<file path="src/rtl/jtcps1_dwnld_sched_pkg.sv">
// Shared types and helpers for the ROM-download write scheduler.
// FIFO entries are packed as {bank, mask, data, addr}.
package jtcps1_dwnld_sched_pkg;

    typedef enum logic [1:0] {
        ST_IDLE  = 2'd0,
        ST_ISSUE = 2'd1,
        ST_WAIT  = 2'd2,
        ST_DONE  = 2'd3
    } sched_st_e;

    // bank(2) + mask(2) + data(8) on top of the word address
    localparam int FIELDS_W = 12;

    function automatic int entry_w(input int aw);
        return aw + FIELDS_W;
    endfunction

endpackage

</file>
<file path="src/rtl/jtcps1_dwnld_fifo.sv">
// Register-array FIFO holding pending SDRAM byte writes.
// Pointers carry one wrap bit so full and empty are told apart without a counter.
module jtcps1_dwnld_fifo
    import jtcps1_dwnld_sched_pkg::*;
#(
    parameter int DEPTH = 4,
    parameter int DW    = entry_w(22)
)(
    input  logic                   clk,
    input  logic                   rst,
    input  logic                   push,
    input  logic                   pop,
    input  logic [DW-1:0]          din,
    output logic [DW-1:0]          dout,
    output logic [$clog2(DEPTH):0] count,
    output logic                   full,
    output logic                   empty
);

    localparam int AB = $clog2(DEPTH);

    logic [DW-1:0] mem [DEPTH];
    logic [AB:0]   wr_ptr;
    logic [AB:0]   rd_ptr;

    // storage write; contents need no reset because the pointers gate them
    always_ff @(posedge clk) begin
        if (push) mem[wr_ptr[AB-1:0]] <= din;
    end

    // pointer update; reset flushes the queue
    always_ff @(posedge clk or posedge rst) begin
        if (rst) begin
            wr_ptr <= '0;
            rd_ptr <= '0;
        end else begin
            if (push) wr_ptr <= wr_ptr + (AB+1)'(1);
            if (pop)  rd_ptr <= rd_ptr + (AB+1)'(1);
        end
    end

    assign dout  = mem[rd_ptr[AB-1:0]];
    assign count = wr_ptr - rd_ptr;
    assign empty = (wr_ptr == rd_ptr);
    assign full  = (wr_ptr[AB] != rd_ptr[AB]) && (wr_ptr[AB-1:0] == rd_ptr[AB-1:0]);

endmodule

</file>
<file path="src/rtl/jtcps1_dwnld_sched.sv">
// Write scheduler between the ROM-download decoder and the SDRAM programming port.
// Optional build macro: JTCPS1_DWNLD_SUM_EN enables the running byte checksum.
//
//  state | meaning
//  IDLE  | no request on the port; picks the FIFO head or signals end of download
//  ISSUE | first cycle of a request, timeout counter cleared, ack not yet accepted
//  WAIT  | request held until sdram_ack or timeout, then the entry is popped
//  DONE  | one-cycle dwnld_done pulse
module jtcps1_dwnld_sched
    import jtcps1_dwnld_sched_pkg::*;
#(
    parameter int DEPTH   = 4,
    parameter int AW      = 22,
    parameter int TIMEOUT = 1023
)(
    input  logic          clk,
    input  logic          rst,
    input  logic          downloading,
    input  logic          in_we,
    input  logic [AW-1:0] in_addr,
    input  logic [7:0]    in_data,
    input  logic [1:0]    in_mask,
    input  logic [1:0]    in_bank,
    output logic          dwnld_busy,
    output logic          sdram_we,
    output logic [AW-1:0] sdram_addr,
    output logic [7:0]    sdram_data,
    output logic [1:0]    sdram_mask,
    output logic [1:0]    sdram_bank,
    input  logic          sdram_ack,
    output logic          dwnld_done,
    output logic          ovf_err,
    output logic          tmo_err,
    output logic [15:0]   chksum
);

    localparam int EW = entry_w(AW);
    localparam int CW = $clog2(DEPTH) + 1;
    localparam int TW = $clog2(TIMEOUT + 1);

    sched_st_e     state;
    logic [TW-1:0] timer;
    logic [EW-1:0] fifo_dout;
    logic [CW-1:0] fifo_count;
    logic [CW-1:0] count_next;
    logic          fifo_full;
    logic          fifo_empty;
    logic          push;
    logic          pop;
    logic          ack_ok;
    logic          tmo_hit;
    logic          dl_q;
    logic          dl_rise;
    logic          dl_seen;

    assign ack_ok     = (state == ST_WAIT) && sdram_ack;
    assign tmo_hit    = (state == ST_WAIT) && !sdram_ack && (timer == TW'(TIMEOUT));
    assign pop        = ack_ok || tmo_hit;
    assign push       = in_we && (!fifo_full || pop);
    assign count_next = fifo_count + CW'(push) - CW'(pop);
    assign dl_rise    = downloading && !dl_q;

    jtcps1_dwnld_fifo #(
        .DEPTH (DEPTH),
        .DW    (EW)
    ) u_fifo (
        .clk   (clk),
        .rst   (rst),
        .push  (push),
        .pop   (pop),
        .din   ({in_bank, in_mask, in_data, in_addr}),
        .dout  (fifo_dout),
        .count (fifo_count),
        .full  (fifo_full),
        .empty (fifo_empty)
    );

    // request sequencing; the IDLE cycle after a pop is the one-cycle request gap
    always_ff @(posedge clk or posedge rst) begin
        if (rst) begin
            state      <= ST_IDLE;
            timer      <= '0;
            sdram_we   <= 1'b0;
            sdram_addr <= '0;
            sdram_data <= '0;
            sdram_mask <= '0;
            sdram_bank <= '0;
            dwnld_done <= 1'b0;
        end else begin
            dwnld_done <= 1'b0;
            case (state)
                ST_IDLE: begin
                    if (!fifo_empty) begin
                        state    <= ST_ISSUE;
                        sdram_we <= 1'b1;
                        {sdram_bank, sdram_mask, sdram_data, sdram_addr} <= fifo_dout;
                    end else if (!downloading && dl_seen) begin
                        state      <= ST_DONE;
                        dwnld_done <= 1'b1;
                    end
                end
                ST_ISSUE: begin
                    timer <= '0;
                    state <= ST_WAIT;
                end
                ST_WAIT: begin
                    if (pop) begin
                        sdram_we <= 1'b0;
                        state    <= ST_IDLE;
                    end else begin
                        timer <= timer + TW'(1);
                    end
                end
                ST_DONE: state <= ST_IDLE;
                default: state <= ST_IDLE;
            endcase
        end
    end

    // remembers that a download was in progress so its end is reported once
    always_ff @(posedge clk or posedge rst) begin
        if (rst) begin
            dl_seen <= 1'b0;
        end else if (downloading) begin
            dl_seen <= 1'b1;
        end else if (state == ST_IDLE && fifo_empty) begin
            dl_seen <= 1'b0;
        end
    end

    // sticky error flags, cleared when a new download starts, plus source back-pressure
    always_ff @(posedge clk or posedge rst) begin
        if (rst) begin
            dl_q       <= 1'b0;
            ovf_err    <= 1'b0;
            tmo_err    <= 1'b0;
            dwnld_busy <= 1'b0;
        end else begin
            dl_q       <= downloading;
            dwnld_busy <= (count_next >= CW'(DEPTH - 1));
            if (dl_rise) begin
                ovf_err <= 1'b0;
                tmo_err <= 1'b0;
            end else begin
                if (in_we && !push) ovf_err <= 1'b1;
                if (tmo_hit)        tmo_err <= 1'b1;
            end
        end
    end

`ifdef JTCPS1_DWNLD_SUM_EN
    logic [15:0] sum_r;

    // byte checksum over acknowledged writes only
    always_ff @(posedge clk or posedge rst) begin
        if (rst) begin
            sum_r <= '0;
        end else if (dl_rise) begin
            sum_r <= '0;
        end else if (ack_ok) begin
            sum_r <= sum_r + {8'd0, sdram_data};
        end
    end

    assign chksum = sum_r;
`else
    assign chksum = 16'd0;
`endif

endmodule

</file>
<file path="config.mk">
export PLATFORM = sky130hd
export DESIGN_NAME = jtcps1_dwnld_sched
export DESIGN_NICKNAME = d
export VERILOG_FILES = /design/src/rtl/jtcps1_dwnld_sched_pkg.sv /design/src/rtl/jtcps1_dwnld_fifo.sv /design/src/rtl/jtcps1_dwnld_sched.sv
export SDC_FILE = /design/constraint.sdc
export NUM_CORES = 1
export LEC_CHECK = 0
export CAP_MARGIN = 20
export CORE_ASPECT_RATIO = 1.75
export CORE_MARGIN = 2
export CORE_UTILIZATION = 30
export CTS_CLUSTER_DIAMETER = 150
export DETAILED_ROUTE_END_ITERATION = 12
export HOLD_SLACK_MARGIN = 0.06
export PLACE_DENSITY = 0.52
export SLEW_MARGIN = 5
export SYNTH_ARGS = -nofsm -noshare
export SYNTH_HDL_FRONTEND = slang
export SYNTH_SLANG_ARGS = --single-unit
</file>
<file path="constraint.sdc">
create_clock -name clk -period 2.59 [get_ports clk]
set_input_delay 0.777 -clock clk [delete_from_list [all_inputs] [get_ports clk]]
set_output_delay 0.777 -clock clk [all_outputs]
set_load 0.01 [all_outputs]
</file>
==> summary.md <==
| Metric | Value |
|---|---|
| Outcome | finished with violations |
| Failing checks | setup timing |
| Cells taking the most area after synthesis | sky130_fd_sc_hd__edfxtp_1, sky130_fd_sc_hd__dfrtp_1, sky130_fd_sc_hd__mux4_2, sky130_fd_sc_hd__mux2_2, sky130_fd_sc_hd__buf_4 |
| Instance count of the mapped netlist | 413 |
| Upper clock frequency limit | 377 MHz |
| Cell with the biggest individual delay on the critical path | sky130_fd_sc_hd__fa_1 |
| Worst r2r src | u_fifo.wr_ptr[1]$_DFFE_PP0P_ |
| Worst hold path class | register to register |
| CP Max Fanout | 2 |
| Most common cell after layout, fill and taps aside | sky130_fd_sc_hd__edfxtp_1 |
| Critical path required time | 2.93 ns |
| #FFs+latches synth | 195 |
| Clock-pin slew on the worst setup and hold paths | 0.07 ns |
| Layout cell share with drive strength beyond 1 | 30.6% |
| Most common flop cell mapped by yosys | sky130_fd_sc_hd__edfxtp_1 |
| Maximum cell stage delay along the critical path | 0.51 ns |
| Clock root buffer master | sky130_fd_sc_hd__clkbuf_16 |
| Yosys warning count | 0 |
| Via count | 4102 |
| Iteration count of the initial detailed-routing pass | 4 |
| Area share of the leading cell type in the synthesized netlist | 52.4% |
| Bufs on Longest Clock Path | 2 |
| Category of the worst setup path launch point | register |
| Number of antenna violations at the first check in global routing | 0 |
| Cts bufs inserted | 17 |
| HPWL after detailed placement | 10.2 mm |
| Post-DRT Antenna Nets | 0 |
| Final sum of negative setup slack | -0.0653 ns |
| Max transition margin | 45.8% |
| Cell Chain, Critical Path | xor2_1 > or3_4 > o31a_4 > inv_2 > fa_2 > inv_2 > fa_1 > ha_2 > xnor2_2 > xnor2_1 > nand2_1 |
| Category of the most critical setup path | register to register |
| Arrival time at the worst endpoint | 2.99 ns |
| Utilization of the core after routing | 38.6% |
| Number of synthesized flops with an enable pin | 136 |
| Worst Setup End Kind | register |
| Worst Path Buf+Inv | 2 |
| Post-Syn Area per Cell | 18.9 sq um |
| Power density over the cells | 1190 mW/mm^2 |
| DRT Wirelength | 16.3 mm |
| Commonest cells after routing, fill and taps aside | sky130_fd_sc_hd__edfxtp_1, sky130_fd_sc_hd__clkdlybuf4s50_1, sky130_fd_sc_hd__dfrtp_1 |
| Count of placed standard cells including taps | 834 |
| Sequential fraction of the synthesis area | 71.3% |
| Number of global-route vias before repair | 4515 |
| First-pass GRT wire length | 25.5 mm |
| Total of fill cells in the finished design | 2399 |
| Source of the worst hold timing path | dl_seen$_DFFE_PP0P_ |
| Floorplan row count | 78 |
| CTS H-tree lvls | 4 |
| Area of the core | 0.0258 sq mm |
| Area of the die | 0.0273 sq mm |
| Fin crit share | 103% |
| Netlist cell types | 51 |
| RSZ-0062 raised after global routing | true |
| Final critical-path setup slack | -0.0653 ns |
| Cell seen most often among critical-path stages | sky130_fd_sc_hd__inv_2 |
| Width of the chip | 126 microns |
| Count of buffers from port buffering | 77 |
| Launch point of the worst path | u_fifo.wr_ptr[1]$_DFFE_PP0P_ |
| Total design power | 11.8 mW |
| Clock Latency Late Sink | 0.45 ns |
| Number of pins exceeding their max-slew limit in the final report | 0 |
| Clock tree skew after final layout | 0.0112 ns |
| Peak supply drop | 0.000553 V |
| Number of nets in the layout | 588 |
| Pin count of the biggest net entering global routing | 60 |
| Min cycle time layout | 2.66 ns |
| GRT Overall Usage | 12.7% |
| Cell area after synthesis | 0.00780 sq mm |
| Synth async-reset ratio | 30.3% |
| Y dimension of the die | 217 microns |
| Top-level port count | 94 |
| Initial standard-cell utilization of the core | 30.3% |
| Sink count of the clock tree | 195 |
| Synthesis-to-layout area growth | 27.5% |
| Gr ovfl total | 0 |
| GP Congestion | 0.755 |
| Inserted Diodes | 0 |
| Total DRC errors in the routed layout | 0 |
| Slew at the pin with the worst max-slew slack | 0.813 ns |
| Hold Violations, Final | 0 |
| Gate family responsible for the most delay along the worst path | adder cells |
| Number of DRC markers after the initial detailed-route iteration | 193 |
| Library cell with the largest summed area after synthesis | sky130_fd_sc_hd__edfxtp_1 |
| Wire per inst | 18.7 microns |
| Via count normalized by instance count | 4.70 |
| TritonCTS clock tree | yes |
| WHS | 0.479 ns |
| Number of endpoints failing setup at the final stage | 1 |
| Static Leakage | 3.57 nW |
| Max Cap Violations | 0 |
| Final std cells w/o fill | 872 |
power by group:
part | switching [mW] | total (mW) | internal [mW]
Sequential | 0.317 | 4.61 | 4.29
Clock | 1.19 | 2.82 | 1.63
Combinational | 2.02 | 4.35 | 2.33
layer usage:
layer	up-vias	GRT usage, %	share of wire [%]
met5	-	0	0
li1	1824	-	-
met1	2131	13.9	38
met4	0	6.15	3.3
met2	112	22.8	55
met3	35	3.49	3.5
synth_stat cells (7+ instances only):
library cell,count
sky130_fd_sc_hd__o21ai_0,7
sky130_fd_sc_hd__inv_1,11
sky130_fd_sc_hd__dfrtp_1,59
sky130_fd_sc_hd__xnor2_1,7
sky130_fd_sc_hd__nand2_1,12
sky130_fd_sc_hd__mux4_2,34
sky130_fd_sc_hd__nand3_1,10
sky130_fd_sc_hd__edfxtp_1,136
sky130_fd_sc_hd__ha_1,8
sky130_fd_sc_hd__buf_4,17
sky130_fd_sc_hd__mux2_2,34
through the flow:
stage / setup WS (ns) / area [sq um]
3_5_place_dp: -0.627 / 9250
3_3_place_gp: -0.603 / 9250
2_1_floorplan: -0.221 / 7900
6_report: -0.0653 / 9940
5_1_grt: -0.216 / 9940
4_1_cts: -0.118 / 9900
kinds of logic (layout without fill, tap and decap cells):
kind of cell,Yosys count,in the layout,synth area share [%]
xor+xnor,11,11,1.24
fa+ha+maj,10,10,1.80
mux,71,71,15.2
buf+inv,41,165,3.26
flops,195,195,71.3
compound gates,29,29,2.70
simple gates,55,55,4.46
other cells,1,16,0.0481
area by class of cell:
type	instances	area, sq um	area share (%)
inverters	11	41.3	0.415
multi-input cells	192	2090	21.1
well taps	320	400	4.03
repair buffers	122	1210	12.2
clock inverters	14	201	2.03
clock buffers	18	429	4.32
flip-flops and latches	195	5560	56.0
what timing repair did:
action	4_1_cts	5_1_grt
setup endpoints to repair	1	1
hold buffers	0	0
pin swaps	7	9
gates resized for setup	2	6
buffers inserted	3	4
path summary, 6_finish.rpt:
kind                       cells after the start  slack, ns                            to
min                                            1       0.48           dl_seen$_DFFE_PP0P_
max in group asynchronous                      3       1.55  u_fifo.rd_ptr[1]$_DFFE_PP0N_
max                                           11      -0.07          dwnld_busy$_DFF_PP0_
max reg2reg                                   11      -0.07          dwnld_busy$_DFF_PP0_
min in group asynchronous                      3       0.72    sdram_addr[20]$_DFFE_PP0P_
min reg2reg                                    1       0.48           dl_seen$_DFFE_PP0P_
state kept, by name, summed over array words and instances, names as in the netlist, 2 cells and up:
register / flops
sdram_bank: 2
u_fifo.wr_ptr: 3
sdram_addr: 22
u_fifo.rd_ptr: 3
timer: 10
state: 2
sdram_data: 8
u_fifo.mem: 136
sdram_mask: 2
Note: power is estimated with default switching activity, not from simulation.
